File: config.mk
export PLATFORM = sky130hd
export DESIGN_NAME = pipeline_writeback
export DESIGN_NICKNAME = d
export VERILOG_FILES = /design/src/rtl/pipeline_writeback.sv
export SDC_FILE = /design/constraint.sdc
export NUM_CORES = 1
export LEC_CHECK = 0
export ABC_CLOCK_PERIOD_IN_PS = 5100
export CAP_MARGIN = 20
export CORE_ASPECT_RATIO = 1.1
export CORE_MARGIN = 2
export CORE_UTILIZATION = 45
export DETAILED_ROUTE_END_ITERATION = 8
export PLACE_DENSITY = 0.81
export SLEW_MARGIN = 20
export SYNTH_ARGS = -nofsm -noshare
export SYNTH_HDL_FRONTEND = slang
export SYNTH_SLANG_ARGS = --single-unit
File: constraint.sdc
create_clock -name clk_i -period 5.1 [get_ports clk_i]
set_input_delay 1.02 -clock clk_i [delete_from_list [all_inputs] [get_ports clk_i]]
set_output_delay 1.02 -clock clk_i [all_outputs]
set_load 0.005 [all_outputs]
File: src/rtl/pipeline_writeback.sv
// ============================================================================
// Module      : pipeline_writeback
// Description : RV32I WB stage. It buffers retiring instructions in a 2-entry FIFO,
//               drives the register-file write port, and counts retired instructions.
// Revision    : 1.0 - initial release
// ============================================================================
`default_nettype none

module pipeline_writeback #(
  parameter int XLEN    = 32,
  parameter int RADDR_W = 5,
  parameter int CNT_W   = 64
) (
  input  logic               clk_i,
  input  logic               rst_ni,
  input  logic               valid_i,
  output logic               ready_o,
  input  logic [6:0]         opcode_i,
  input  logic [2:0]         funct3_i,
  input  logic [RADDR_W-1:0] rd_i,
  input  logic [XLEN-1:0]    alu_result_i,
  input  logic [XLEN-1:0]    mem_rdata_i,
  input  logic [XLEN-1:0]    pc_i,
  input  logic               stall_i,
  output logic [RADDR_W-1:0] write_reg_o,
  output logic [XLEN-1:0]    write_data_o,
  output logic               reg_write_o,
  output logic               fault_o,
  output logic [CNT_W-1:0]   retired_o
);

  localparam logic [6:0] c_OPC_LOAD   = 7'b0000011;
  localparam logic [6:0] c_OPC_JAL    = 7'b1101111;
  localparam logic [6:0] c_OPC_JALR   = 7'b1100111;
  localparam logic [6:0] c_OPC_LUI    = 7'b0110111;
  localparam logic [6:0] c_OPC_AUIPC  = 7'b0010111;
  localparam logic [6:0] c_OPC_OP     = 7'b0110011;
  localparam logic [6:0] c_OPC_OP_IMM = 7'b0010011;

  logic [RADDR_W-1:0] r_rd_q    [2];
  logic [XLEN-1:0]    r_data_q  [2];
  logic               r_we_q    [2];
  logic               r_fault_q [2];
  logic               r_wr_ptr;
  logic               r_rd_ptr;
  logic [1:0]         r_count;
  logic [CNT_W-1:0]   r_retired;

  logic               w_push;
  logic               w_pop;
  logic               w_empty;
  logic [7:0]         w_byte;
  logic [15:0]        w_half;
  logic [XLEN-1:0]    w_data;
  logic               w_we;
  logic               w_fault;

  assign w_empty = (r_count == 2'd0);
  assign ready_o = (r_count != 2'd2);
  assign w_push  = valid_i & ready_o;
  assign w_pop   = !w_empty & !stall_i;

  always_comb begin
    w_byte = mem_rdata_i[7:0];
    case (alu_result_i[1:0])
      2'b01:   w_byte = mem_rdata_i[15:8];
      2'b10:   w_byte = mem_rdata_i[23:16];
      2'b11:   w_byte = mem_rdata_i[31:24];
      default: w_byte = mem_rdata_i[7:0];
    endcase
    w_half = alu_result_i[1] ? mem_rdata_i[31:16] : mem_rdata_i[15:0];
  end

  // Result is resolved at push time so the FIFO only holds final write data.
  always_comb begin
    w_data  = '0;
    w_we    = 1'b0;
    w_fault = 1'b0;
    case (opcode_i)
      c_OPC_LOAD: begin
        case (funct3_i)
          3'b000: begin w_data = {{(XLEN-8){w_byte[7]}}, w_byte};   w_we = 1'b1; end
          3'b100: begin w_data = {{(XLEN-8){1'b0}}, w_byte};        w_we = 1'b1; end
          3'b001: begin
            w_data = {{(XLEN-16){w_half[15]}}, w_half};
            w_we   = !alu_result_i[0];
            w_fault = alu_result_i[0];
          end
          3'b101: begin
            w_data = {{(XLEN-16){1'b0}}, w_half};
            w_we   = !alu_result_i[0];
            w_fault = alu_result_i[0];
          end
          3'b010: begin
            w_data  = mem_rdata_i;
            w_we    = (alu_result_i[1:0] == 2'b00);
            w_fault = (alu_result_i[1:0] != 2'b00);
          end
          default: w_fault = 1'b1;
        endcase
      end
      c_OPC_JAL, c_OPC_JALR: begin
        w_data = pc_i + XLEN'(4);
        w_we   = 1'b1;
      end
      c_OPC_LUI, c_OPC_AUIPC, c_OPC_OP, c_OPC_OP_IMM: begin
        w_data = alu_result_i;
        w_we   = 1'b1;
      end
      default: ;
    endcase
  end

  always_ff @(posedge clk_i) begin
    if (!rst_ni) begin
      r_wr_ptr  <= 1'b0;
      r_rd_ptr  <= 1'b0;
      r_count   <= 2'd0;
      r_retired <= '0;
    end else begin
      if (w_push) begin
        r_rd_q[r_wr_ptr]    <= rd_i;
        r_data_q[r_wr_ptr]  <= w_data;
        r_we_q[r_wr_ptr]    <= w_we & (rd_i != '0);
        r_fault_q[r_wr_ptr] <= w_fault;
        r_wr_ptr            <= ~r_wr_ptr;
      end
      if (w_pop) begin
        r_rd_ptr <= ~r_rd_ptr;
        if (!r_fault_q[r_rd_ptr]) begin
          r_retired <= r_retired + CNT_W'(1);
        end
      end
      case ({w_push, w_pop})
        2'b10:   r_count <= r_count + 2'd1;
        2'b01:   r_count <= r_count - 2'd1;
        default: r_count <= r_count;
      endcase
    end
  end

  assign write_reg_o  = w_empty ? '0 : r_rd_q[r_rd_ptr];
  assign write_data_o = w_empty ? '0 : r_data_q[r_rd_ptr];
  assign reg_write_o  = w_pop & r_we_q[r_rd_ptr];
  assign fault_o      = w_pop & r_fault_q[r_rd_ptr];
  assign retired_o    = r_retired;

endmodule

`default_nettype wire
# Word-level counts from Yosys, hierarchy flattened
# Memories as Yosys holds them, arrays and structs flattened. A register that Yosys moved wholly into a read port is not among the register bits.
# Cells that the tools add are included.
word_totals:
  reg_bits: 68
  latchBits: 0
  mem_bits_rw: 78
  mem_bits_ro: 0
  in_bits: 115
  out_inout_bits: 104
  word_cells: 74
  mem_count: 4
mem_list:
  columns: ["name", "depth", "word_bits", "read_ports", "rd_ports_with_merged_regs", "write_ports", "line", "rtl"]
  rows:
  - ["r_data_q", 2, 32, 1, 1, 1, "41", "logic [XLEN-1:0] r_data_q [2];"]
  - ["r_rd_q", 2, 5, 1, 1, 1, "40", "logic [RADDR_W-1:0] r_rd_q [2];"]
  - ["r_fault_q", 2, 1, 1, 1, 1, "43", "logic r_fault_q [2];"]
  - ["r_we_q", 2, 1, 1, 1, 1, "42", "logic r_we_q [2];"]
classes:
  n_addsub: 4
  mul: 0
  n_div: 0
  magnitude_cmp: 0
  n_eq_ne: 17
  shifts: 0
  n_mux: 22
  bitwise_logic: 8
  n_reduce_logical: 15
ops:
  columns: ["op", "count"]
  rows:
  - ["32-bit one-hot mux with 5 select lines", 1]
  - ["32-bit one-hot mux with 3 select lines", 1]
  - ["64-bit by 1-bit adder with 64-bit output (second input constant)", 1]
  - ["32-bit by 3-bit adder with 32-bit output (second input constant)", 1]
  - ["32-bit 2-to-1 mux", 1]
  - ["8-bit one-hot mux with 3 select lines", 1]
  - ["16-bit 2-to-1 mux", 1]
  - ["7-bit by 5-bit equality test with 1-bit output (second input constant)", 2]
  - ["7-bit by 6-bit equality test with 1-bit output (second input constant)", 2]
  - ["7-bit equality test (second input constant)", 2]
  - ["1-bit 2-to-1 mux", 12]
  - ["7-bit by 2-bit equality test with 1-bit output (second input constant)", 1]
  - ["2-bit equality test (second input constant)", 3]
  - ["3-bit equality test (second input constant)", 2]
  - ["1-bit one-hot mux with 3 select lines", 2]
  - ["2-bit OR reduction", 3]
  - ["6-bit OR reduction", 1]
  - ["1-bit AND", 5]
  - ["5-bit 2-to-1 mux", 1]
  - ["5-bit nonzero test", 1]
  - ["2-bit by 1-bit equality test with 1-bit output (second input constant)", 2]
  - ["2-bit zero test", 2]
  - ["2-bit one-hot mux with 2 select lines", 1]
  - ["2-bit nonzero test", 2]
  - ["other kinds (11)", 15]

# Depth between registers and ports, before layout
logic_depth:
  depth_word: 5
  depth_mapped: 8
  depth_no_buf: 6

# Least setup slack after synthesis
# OpenSTA, ideal clock, no wires.
synth_path:
  kind: "input -> register"
  from: "in rst_ni"
  to: "mem r_data_q[0][0] (enable)"
  setup_ps: 484
  t_arrival_ps: 4080
  required_time_ps: 4616
  setup_slack_ps: 537
  path_stages: 3
  n_path_buf: 1
  cell_sequence: "clkinv_1 clkbuf_1 nor3_1"
synth_between:
  elab_chain_len: 2
synth_lines:
  columns: ["item", "line", "rtl"]
  rows:
  - ["start: declaration", "15", "input logic rst_ni,"]
  - ["1-bit 2-to-1 mux", "115", "if (!rst_ni) begin"]
  - ["1-bit 2-to-1 mux (not written as such)", "123", "r_data_q[r_wr_ptr] <= w_data;"]
  - ["end: declaration", "41", null]
# Every way passes these cells.

==> flow_summary_export.csv <==
group,metric,value,unit
outcome,outcome,"finished clean",
power,finalPower,3.65,mW
cts,clkSinkCount,147,
logic_synthesis,syn-mean-instance-area,10.0,um2
grt,grt_pass1_wl,35200,um
cts,cts_tree,"built",
setup_path,crit_required,4.08,ns
setup_path,rrSetupSlack,1.77,ns
worst_hold_path,hp-class,"reg -> reg",
setup_path,worstPathArrival,2.44,ns
setup_path,crit_type,"reg -> out",
finish,finalNetCount,1095,
cts,postCtsHoldBufs,0,
finish,multi_input_area,3830,um2
sta,skew,0.0190,ns
power,p_per_area,338,nW/um2
setup_path,r2r-end,"retired_o[54]$_SDFFE_PN0P_",
sta,slew-limit-headroom,19.7,%
cts,htree_levels,4,
cts,clkTransAtPathRegs,0.07,ns
place,io_buffers,218,
routing,finalWirelength,22800,um
place,dp.cells,1192,
power,internal_power,2.62,mW
logic_synthesis,syn_nets,892,
sta,setup_tns,0,ns
worst_hold_path,hold_end,"retired_o[60]$_SDFFE_PN0P_",
routing,vias_per_cell,5.80,
place,hpwlAfterDp,17200,um
floorplanning,fp-row-count,50,
floorplanning,dieHeight,142,um
floorplanning,core_area,17000,um2
setup_path,reg2reg_depth,6,
logic_synthesis,dominantRegCellSynth,"edfxtp_1",
cts,cts_root_buf,"clkbuf_16",
cts,cts_resized,0,
power,p_sw_share,28.3,%
cts,numCtsBuffers,17,
worst_hold_path,hold_path.startpoint,"retired_o[60]$_SDFFE_PN0P_",
cts,ctsLongestPathBuffers,2,
logic_synthesis,seq_area_frac_synth,47.9,%
worst_hold_path,hold_depth,2,
finish,n_fill_cell,1347,
routing,wl_per_cell,18.6,um
finish,drive_gt1_share,6.46,%
sta,finalSetupViolCount,0,
floorplanning,die_w,129,um
setup_path,endpoint_kind,"output pin",
power,power.share.combinational,25.7,%
logic_synthesis,yosys_warnings,0,
routing,drt_iter0_markers,592,
power,p_leak,3.42,nW
grt,grt_pass1_vias,6727,
routing,drc,0,
power,clock_power_share,36.5,%
grt,antenna_found_initial,0,
power,ir_drop,0.204,mV
sta,setup_ws,1.64,ns
floorplanning,dieArea,18400,um2
sta,period_share,67.8,%
power,power.switching,1.03,mW
sta,rsz0062_at_grt,"false",
cts,clock_latency,0.42,ns
finish,post-route-util,63.7,%
finish,syn_to_final_growth,38.9,%
sta,holdWs,0.503,ns
setup_path,cp_max_fo,27,
logic_synthesis,async_flop_share,0,%
logic_synthesis,synthesis.area,7780,um2
grt,grt.total_usage,24.8,%
logic_synthesis,synth_edf_count,78,
logic_synthesis,synth_seq_cells,147,
place,place_congestion,1.00,
sta,fmax,289,MHz
cts,cts_setup_buffers,0,
grt,grt_max_degree,67,
sta,finalCriticalPeriod,3.46,ns
setup_path,worst_setup_path_start_kind,"flip-flop",
floorplanning,pin_count,219,
power,p_seq_share,37.8,%
place,place_ws,1.33,ns
logic_synthesis,synth.distinct_cells,53,
finish,seq_area,3720,um2
finish,fin_cells,1224,
floorplanning,start_util,45.9,%
run,cap_violations,0,
routing,ant_nets,0,
finish,antenna_cells,0,
routing,drt-pass1-iter-count,5,
sta,hold_viol,0,
sta,slew_viol_final,0,
routing,vias,7105,
sta,tightestPinTransition,1.19,ns
logic_synthesis,syn_inst,774,
grt,grt_overflow,0,
finish,fin_area,10800,um2
place,placed_cell_area,10200,um2
-- registers in the layout, summed over array words and instances (netlist names), named ones only --
| name | cells |
|---|---|
| r_fault_q | 2 |
| r_rd_ptr | 1 |
| retired_o | 64 |
| r_count | 2 |
| r_wr_ptr | 1 |
| r_we_q | 2 |
| r_rd_q | 10 |
| r_data_q | 64 |
-- power by group through the flow --
stage	Sequential (mW)	Clock, mW	Combinational [mW]
2_1_floorplan	1.38	0	0.448
3_3_place_gp	1.40	0	0.941
3_5_place_dp	1.41	0	0.948
4_1_cts	1.38	1.35	0.953
5_1_grt	1.39	1.40	1.01
6_report	1.38	1.33	0.940
-- synth_stat cells (5+ instances only) --
cell type | number | share of area (%)
nor2_1 | 85 | 4.1
nor3_1 | 17 | 1.1
buf_1 | 5 | 0.24
o31ai_1 | 19 | 1.8
o211ai_1 | 16 | 1.5
dfxtp_1 | 69 | 18
nand2_1 | 32 | 1.5
and4_1 | 11 | 1.2
o21ai_0 | 25 | 1.6
mux2i_1 | 41 | 5.3
nor4_1 | 11 | 0.88
and3_1 | 11 | 0.88
a22oi_1 | 38 | 3.7
nand3_1 | 41 | 2.6
clkbuf_1 | 33 | 1.6
a21oi_1 | 46 | 3.0
mux4_2 | 8 | 2.3
a221o_1 | 8 | 1.0
or4_1 | 24 | 2.3
nand4_1 | 30 | 2.4
xor2_1 | 26 | 2.9
inv_1 | 14 | 0.68
or3_1 | 17 | 1.4
buf_2 | 5 | 0.32
edfxtp_1 | 78 | 30
xnor2_1 | 30 | 3.4
-- metal layers --
| metal | global-route usage [%] | vias to the layer above | part of all wire (%) | wire [um] |
|---|---|---|---|---|
| met5 | 0 | - | 0 | 0 |
| met4 | 8.52 | 0 | 2.5 | 560 |
| met3 | 5.39 | 33 | 7.3 | 1660 |
| met2 | 42.8 | 312 | 51 | 11600 |
| met1 | 30.5 | 3382 | 39 | 8990 |
| li1 | - | 3378 | - | - |
-- kinds of logic (layout without fill, tap and decap cells) --
family | Yosys count | count (layout) | synth area share (%)
compound gates | 162 | 162 | 13.7
xor+xnor | 56 | 56 | 6.31
simple gates | 295 | 295 | 20.5
mux | 51 | 51 | 8.03
flops | 147 | 147 | 47.9
buf+inv | 60 | 276 | 3.09
fa+ha+maj | 3 | 3 | 0.483
-- worst max path at each step --
stage | from | end | slack, ns
after floorplan | rst_ni | r_data_q[0][0]$_DFFE_PP_ | 0.54
after global placement | pc_i[2] | r_data_q[0][22]$_DFFE_PP_ | 1.46
after detailed placement | pc_i[2] | r_data_q[1][22]$_DFFE_PP_ | 1.33
after CTS | flip-flop | write_data_o[27] | 1.58
after global routing | flip-flop | fault_o | 1.52
final | flip-flop | fault_o | 1.64
-- critical path, cell delays in order, from the launching register on --
cell             delay [ns]
dfxtp_2                0.58
buf_4                  0.50
mux2i_4                0.40
nor2_1                 0.09
clkdlybuf4s50_1        0.46
-- layout by cell type, fill, tap and decap left out, types with 4 or more instances in the layout --
cell             instances
clkdlybuf4s50_1        218
nor2_1                  84
edfxtp_1                78
dfxtp_1                 68
a21oi_1                 46
nand3_1                 41
mux2i_1                 41
a22oi_1                 38
nand2_1                 32
nand4_1                 30
xnor2_1                 30
xor2_1                  26
o21ai_0                 25
or4_1                   24
o31ai_1                 19
or3_1                   17
clkbuf_16               17
o211ai_1                16
nor3_1                  15
inv_1                   14
nor4_1                  11
and4_1                  11
and3_1                  11
buf_4                   10
mux4_2                   8
a221o_1                  8
inv_6                    5
inv_8                    4
-- layout make-up --
type,instances,share of cell area (%)
sequential,147,34.5
tap,234,2.71
clock buffer,17,3.94
timing repair buffer,228,20.9
inverter,16,0.568
clock inverter,15,1.96
multi-input combinational,567,35.4
No activity file was read; power rests on OpenSTA's default activity.
